--- src/rtl/div_radix2.sv ---
// -----------------------------------------------------------------------------
// div_radix2
// Multi-cycle radix-2 restoring divider for DIV (signed) and DIVU (unsigned).
// Operates on operand magnitudes and fixes up the signs at the end. The
// quotient takes the XOR of the operand signs; the remainder takes the
// dividend's sign. A zero divisor bypasses the iteration and returns
// {dividend, all-ones}.
//
// Ports
//   clk         rising-edge clock
//   rst         synchronous reset, active-high
//   start       request a divide (sampled only in IDLE)
//   signed_div  1 = DIV (two's complement), 0 = DIVU
//   opdata1     dividend (rs)
//   opdata2     divisor  (rt)
//   annul       cancel the in-flight divide; overrides start in IDLE
//   result      {remainder (HI), quotient (LO)}, held until the next completion
//   ready       one-cycle completion strobe (asserted in DONE)
//   stall_req   pipeline freeze request while a divide is accepted but not done
// -----------------------------------------------------------------------------
module div_radix2 #(
    parameter int WIDTH = 32
) (
    input  logic                 clk,
    input  logic                 rst,
    input  logic                 start,
    input  logic                 signed_div,
    input  logic [WIDTH-1:0]     opdata1,
    input  logic [WIDTH-1:0]     opdata2,
    input  logic                 annul,
    output logic [2*WIDTH-1:0]   result,
    output logic                 ready,
    output logic                 stall_req
);

    localparam int CNT_W = $clog2(WIDTH);

    typedef enum logic [1:0] {
        S_IDLE,
        S_ZERO,
        S_RUN,
        S_DONE
    } state_t;

    state_t               r_state;
    state_t               w_state_next;

    logic [CNT_W-1:0]     r_cnt;
    logic [WIDTH-1:0]     r_dividend;   // magnitude, shifted out MSB first
    logic [WIDTH-1:0]     r_divisor;    // magnitude
    logic [WIDTH:0]       r_partial;    // partial remainder
    logic [WIDTH-1:0]     r_quot;
    logic                 r_neg_q;
    logic                 r_neg_r;
    logic [2*WIDTH-1:0]   r_result;

    // ------------------------------------------------------------------
    // Operand capture helpers
    // ------------------------------------------------------------------
    logic                 w_accept;
    logic                 w_div_zero;
    logic                 w_a_neg;
    logic                 w_b_neg;
    logic [WIDTH-1:0]     w_a_mag;
    logic [WIDTH-1:0]     w_b_mag;

    assign w_accept   = (r_state == S_IDLE) && start && !annul && !rst;
    assign w_div_zero = (opdata2 == '0);
    assign w_a_neg    = signed_div & opdata1[WIDTH-1];
    assign w_b_neg    = signed_div & opdata2[WIDTH-1];
    // The most negative value maps onto itself, which is the correct
    // unsigned magnitude 2^(WIDTH-1).
    assign w_a_mag    = w_a_neg ? -opdata1 : opdata1;
    assign w_b_mag    = w_b_neg ? -opdata2 : opdata2;

    // ------------------------------------------------------------------
    // One restoring step
    // The trial difference is formed one bit wider than the partial
    // remainder so its MSB is a clean sign bit for the restore decision.
    // ------------------------------------------------------------------
    logic [WIDTH+1:0]     w_shift;
    logic [WIDTH+1:0]     w_diff;
    logic                 w_q_bit;
    logic [WIDTH:0]       w_partial_next;
    logic [WIDTH-1:0]     w_quot_next;
    logic [WIDTH-1:0]     w_rem_fix;
    logic [WIDTH-1:0]     w_quot_fix;
    logic                 w_last;

    assign w_shift        = {r_partial, r_dividend[WIDTH-1]};
    assign w_diff         = w_shift - {2'b00, r_divisor};
    assign w_q_bit        = ~w_diff[WIDTH+1];
    assign w_partial_next = w_q_bit ? w_diff[WIDTH:0] : w_shift[WIDTH:0];
    assign w_quot_next    = {r_quot[WIDTH-2:0], w_q_bit};
    assign w_last         = (r_cnt == CNT_W'(WIDTH - 1));

    // After a restoring step the remainder is below the divisor, so the
    // top bit of the partial remainder is always zero here.
    assign w_rem_fix  = r_neg_r ? -w_partial_next[WIDTH-1:0] : w_partial_next[WIDTH-1:0];
    assign w_quot_fix = r_neg_q ? -w_quot_next : w_quot_next;

    // ------------------------------------------------------------------
    // FSM state register
    // ------------------------------------------------------------------
    // NOTE: sequential state uses non-blocking assignments so every register
    // samples pre-edge values regardless of block ordering.
    always_ff @(posedge clk) begin
        if (rst) begin
            r_state <= S_IDLE;
        end else begin
            r_state <= w_state_next;
        end
    end

    // ------------------------------------------------------------------
    // FSM next-state and outputs
    // ------------------------------------------------------------------
    // NOTE: every output of this block is given a default first so no path
    // through the case leaves a signal unassigned (which would infer a latch).
    always_comb begin
        w_state_next = r_state;
        stall_req    = 1'b0;
        ready        = 1'b0;
        case (r_state)
            S_IDLE: begin
                if (w_accept) begin
                    stall_req    = 1'b1;
                    w_state_next = w_div_zero ? S_ZERO : S_RUN;
                end
            end
            S_ZERO: begin
                stall_req    = 1'b1;
                w_state_next = annul ? S_IDLE : S_DONE;
            end
            S_RUN: begin
                stall_req = 1'b1;
                if (annul) begin
                    w_state_next = S_IDLE;
                end else if (w_last) begin
                    w_state_next = S_DONE;
                end
            end
            S_DONE: begin
                // stall_req stays low so the pipeline advances with ready.
                ready        = 1'b1;
                w_state_next = S_IDLE;
            end
            default: begin
                w_state_next = S_IDLE;
            end
        endcase
    end

    // ------------------------------------------------------------------
    // Datapath
    // ------------------------------------------------------------------
    // NOTE: only the counter and the architectural result are reset; the
    // working registers are always loaded on acceptance before being read.
    always_ff @(posedge clk) begin
        if (rst) begin
            r_cnt    <= '0;
            r_result <= '0;
        end else begin
            case (r_state)
                S_IDLE: begin
                    if (w_accept) begin
                        r_cnt      <= '0;
                        r_partial  <= '0;
                        r_quot     <= '0;
                        r_divisor  <= w_b_mag;
                        // A zero divisor returns the raw dividend, so keep it
                        // unmodified in that case.
                        r_dividend <= w_div_zero ? opdata1 : w_a_mag;
                        r_neg_q    <= w_a_neg ^ w_b_neg;
                        r_neg_r    <= w_a_neg;
                    end
                end
                S_ZERO: begin
                    if (!annul) begin
                        r_result <= {r_dividend, {WIDTH{1'b1}}};
                    end
                end
                S_RUN: begin
                    if (!annul) begin
                        r_partial  <= w_partial_next;
                        r_quot     <= w_quot_next;
                        r_dividend <= {r_dividend[WIDTH-2:0], 1'b0};
                        r_cnt      <= r_cnt + CNT_W'(1);
                        if (w_last) begin
                            r_result <= {w_rem_fix, w_quot_fix};
                        end
                    end
                end
                default: begin
                end
            endcase
        end
    end

    assign result = r_result;

endmodule

--- config.mk ---
export PLATFORM = sky130hd
export DESIGN_NAME = div_radix2
export DESIGN_NICKNAME = d
export VERILOG_FILES = /design/src/rtl/div_radix2.sv
export SDC_FILE = /design/constraint.sdc
export NUM_CORES = 1
export LEC_CHECK = 0
export CAP_MARGIN = 20
export CORE_UTILIZATION = 45
export CTS_CLUSTER_SIZE = 16
export DETAILED_ROUTE_END_ITERATION = 8
export DONT_BUFFER_PORTS = 1
export HOLD_SLACK_MARGIN = 0.08
export REMOVE_ABC_BUFFERS = 1
export SLEW_MARGIN = 20
export SYNTH_ARGS = -nofsm -noshare
export SYNTH_HDL_FRONTEND = slang
export SYNTH_SLANG_ARGS = --single-unit
--- constraint.sdc ---
create_clock -name clk -period 17.3 [get_ports clk]
set_input_delay 3.46 -clock clk [delete_from_list [all_inputs] [get_ports clk]]
set_output_delay 3.46 -clock clk [all_outputs]
set_load 0.1 [all_outputs]
==> flow_summary.toml <==
[finish]
post-route-util_pct = 49.42
nets = 1494
mostFrequentLayoutCells = "nor2_1, edfxtp_1, nand2_1"
synthToLayoutAreaGrowth_pct = 7.981
final_layout_size_suffix_gt1_share_pct = 7.489
antenna_cells = 0
design_area_um2 = 14190
final_common_cell = "nor2_1"

[synthesis]
synth_area_um2 = 13140
synth_cell_types = 101
synth.avg_cell_area_um2 = 9.245
synth_edf_count = 130
ys_ff_latch = 201
yosysSeqAreaShare_pct = 40.53
synth_largest_area_cell = "edfxtp_1"
synth_area_leaders = "edfxtp_1, dfxtp_1, xor2_1, nor2_1, ha_1"
synth_cells = 1421
netlist.area_leader.share_pct = 29.71
synth_ff_type = "edfxtp_1"
yosys_warnings = 0
ys_async_sr_fraction_pct = 0

[power_and_ir_drop]
powerDensity_nw_per_um2 = 135.4
clkPwrFrac_pct = 27.6
p_leak_nw = 4.988
power_switching_uw = 797.0
seqPwrFrac_pct = 44.1
netSwitchingFraction_pct = 41.48
intPower_mw = 1.124
combPwrFrac_pct = 28.3
power_mw = 1.921
ir_drop_v = 0.00009140

[worst_setup_path]
criticalPathCategory = "in2out"
slowest_delay_ns = 0.80
worstPathRequired_ns = 13.84
cp_max_fo = 75
crit_chain = "nor4_2 > nor2_1 > nor2_2"
slowest_stage = "nor2_2"
end_kind = "output pin"
worst_ep_arrival_time_ns = 4.65
start_kind = "input pin"

[clocking]
clk-insertion-delay-late_ns = 0.53
cts-buffers-inserted = 26
cts_resized = 0
htree_levels = 1
clkSinkCount = 201
postCtsSetupRepairBufs = 0
hold_buffers = 0
clkTransAtPathRegs_ns = 0.06
tritoncts = "yes"
root_buffer = "clkbuf_16"
clk_path_buf_depth = 3

[place]
hpwl_um = 23720
portBuffers = 0
place.gp.congestion = 0.8689
placed_cell_area_um2 = 13330

[global_routing]
antenna_found_initial = 1
grt_first_pass_wirelength_um = 54170
grt_usage_pct = 22.28
grt_overflow = 0
grt_max_degree = 95
grt_pass1_vias = 10090

[floorplanning]
die_w_um = 172.9
rows = 62
die_h_um = 172.9
die-area_um2 = 29880
core_um2 = 28700
start_util_pct = 45.77
ios = 135

[timing]
fmax_mhz = 123.4
fin_crit_sh_pct = 46.85
hold_viol_final = 0
finalClockSkew_ns = 0.01317
worst_pin_slew_ns = 1.095
slew_headroom_pct = 26.98
slew_viol_final = 0
grt_setup_unrepaired = "no"
fin_crit_ns = 8.105
setup-tns-final_ns = 0
setup_viol = 0

[detailed_routing]
drtPass1Iterations = 5
initialDrtViolationCount = 632
wl_per_cell_um = 18.58
drt_wl_total_um = 33180
vias_per_cell = 5.760
drt.antenna.violating_nets = 0
via_count = 10290
drc = 0

[flow_run]
cap_violations = 0

[hold_path]
hp-class = "reg2reg"

[run_status]
outcome = "complete, no violations"
worst paths after layout:
| path | end | cells past startpoint | slack, ns | startpoint |
|---|---|---|---|---|
| max | stall_req | 3 | 9.19 | rst |
| min | r_cnt[4]$_SDFFE_PP0P_ | 2 | 0.48 | r_cnt[4]$_SDFFE_PP0P_ |
| min reg2reg | r_cnt[4]$_SDFFE_PP0P_ | 2 | 0.48 | r_cnt[4]$_SDFFE_PP0P_ |
| max reg2reg | result[30]$_SDFFE_PP0P_ | 19 | 11.15 | r_partial[11]$_SDFFCE_PN0P_ |
routing by layer:
metal  vias to the layer above  global-route usage (%)  wire length (um)
met5                         -                       0                 0
met2                       239                   36.26             15350
met3                        37                   5.079              2128
met4                         0                   5.568               723
met1                      4898                   29.89             14980
li1                       5113                       -                 -
state kept, by name, summed over array words and instances, names as in the netlist:
| signal | count |
|---|---|
| r_state | 2 |
| r_partial | 33 |
| result | 64 |
| r_neg_r | 1 |
| r_neg_q | 1 |
| r_cnt | 5 |
| r_quot | 31 |
| r_divisor | 32 |
| r_dividend | 32 |
cells in the mapped netlist, drive strengths merged (9+ instances only):
master	instances
nor4	17
nand3	14
clkbuf	47
a21o	14
or2	10
nor2	162
or4	16
nand2b	9
dfxtp	71
inv	55
xor2	88
buf	28
nor3	28
a31oi	11
and2	49
ha	42
o21ai	107
or3	26
mux2i	32
nand2	122
xnor2	49
edfxtp	130
o41ai	14
a211oi	59
o31ai	23
a21oi	85
layout make-up:
cell class              instances  area [um2]
clock buffers                  44       830.8
clock inverters                 4       26.28
fillers                      2728       14520
inverters                      56       210.2
multi-input cells            1089        7253
flip-flops and latches        201        5325
well taps                     384       480.5
repair buffers                  8       60.06
worst max-delay path: cells and delay by family:
family           cells  cell delay [ns]
AND/OR/NAND/NOR      3             1.17
power by group through the flow:
stage                     clock [mW]  sequential (mW)  combinational [mW]
after global routing           0.562            0.856               0.610
final                          0.530            0.847               0.544
after detailed placement           0            0.857               0.542
after global placement             0            0.855               0.537
after CTS                      0.542            0.848               0.546
after floorplan                    0            0.840               0.426
through the flow:
step           cells  setup slack [ns]  hold WS, ns
2_1_floorplan   1346             4.687       0.4442
3_3_place_gp    1738             9.191       0.4632
3_5_place_dp    1738             9.196       0.4704
4_1_cts         1786             9.194       0.4785
5_1_grt         1786             9.141       0.5128
6_report        1786             9.195       0.4820
cells by family after synthesis:
kind of cell / count (synthesis) / share of synthesized area (%)
muxes: 36 / 2.781
AOI/OAI and AO/OA: 375 / 19.43
DFF: 201 / 40.53
xor gates and xnor gates: 137 / 9.133
and+or+nand+nor: 498 / 19.42
adders and majority gates: 43 / 4.152
buffers and inverters: 131 / 4.552
Power figures use the tool's default switching activity.
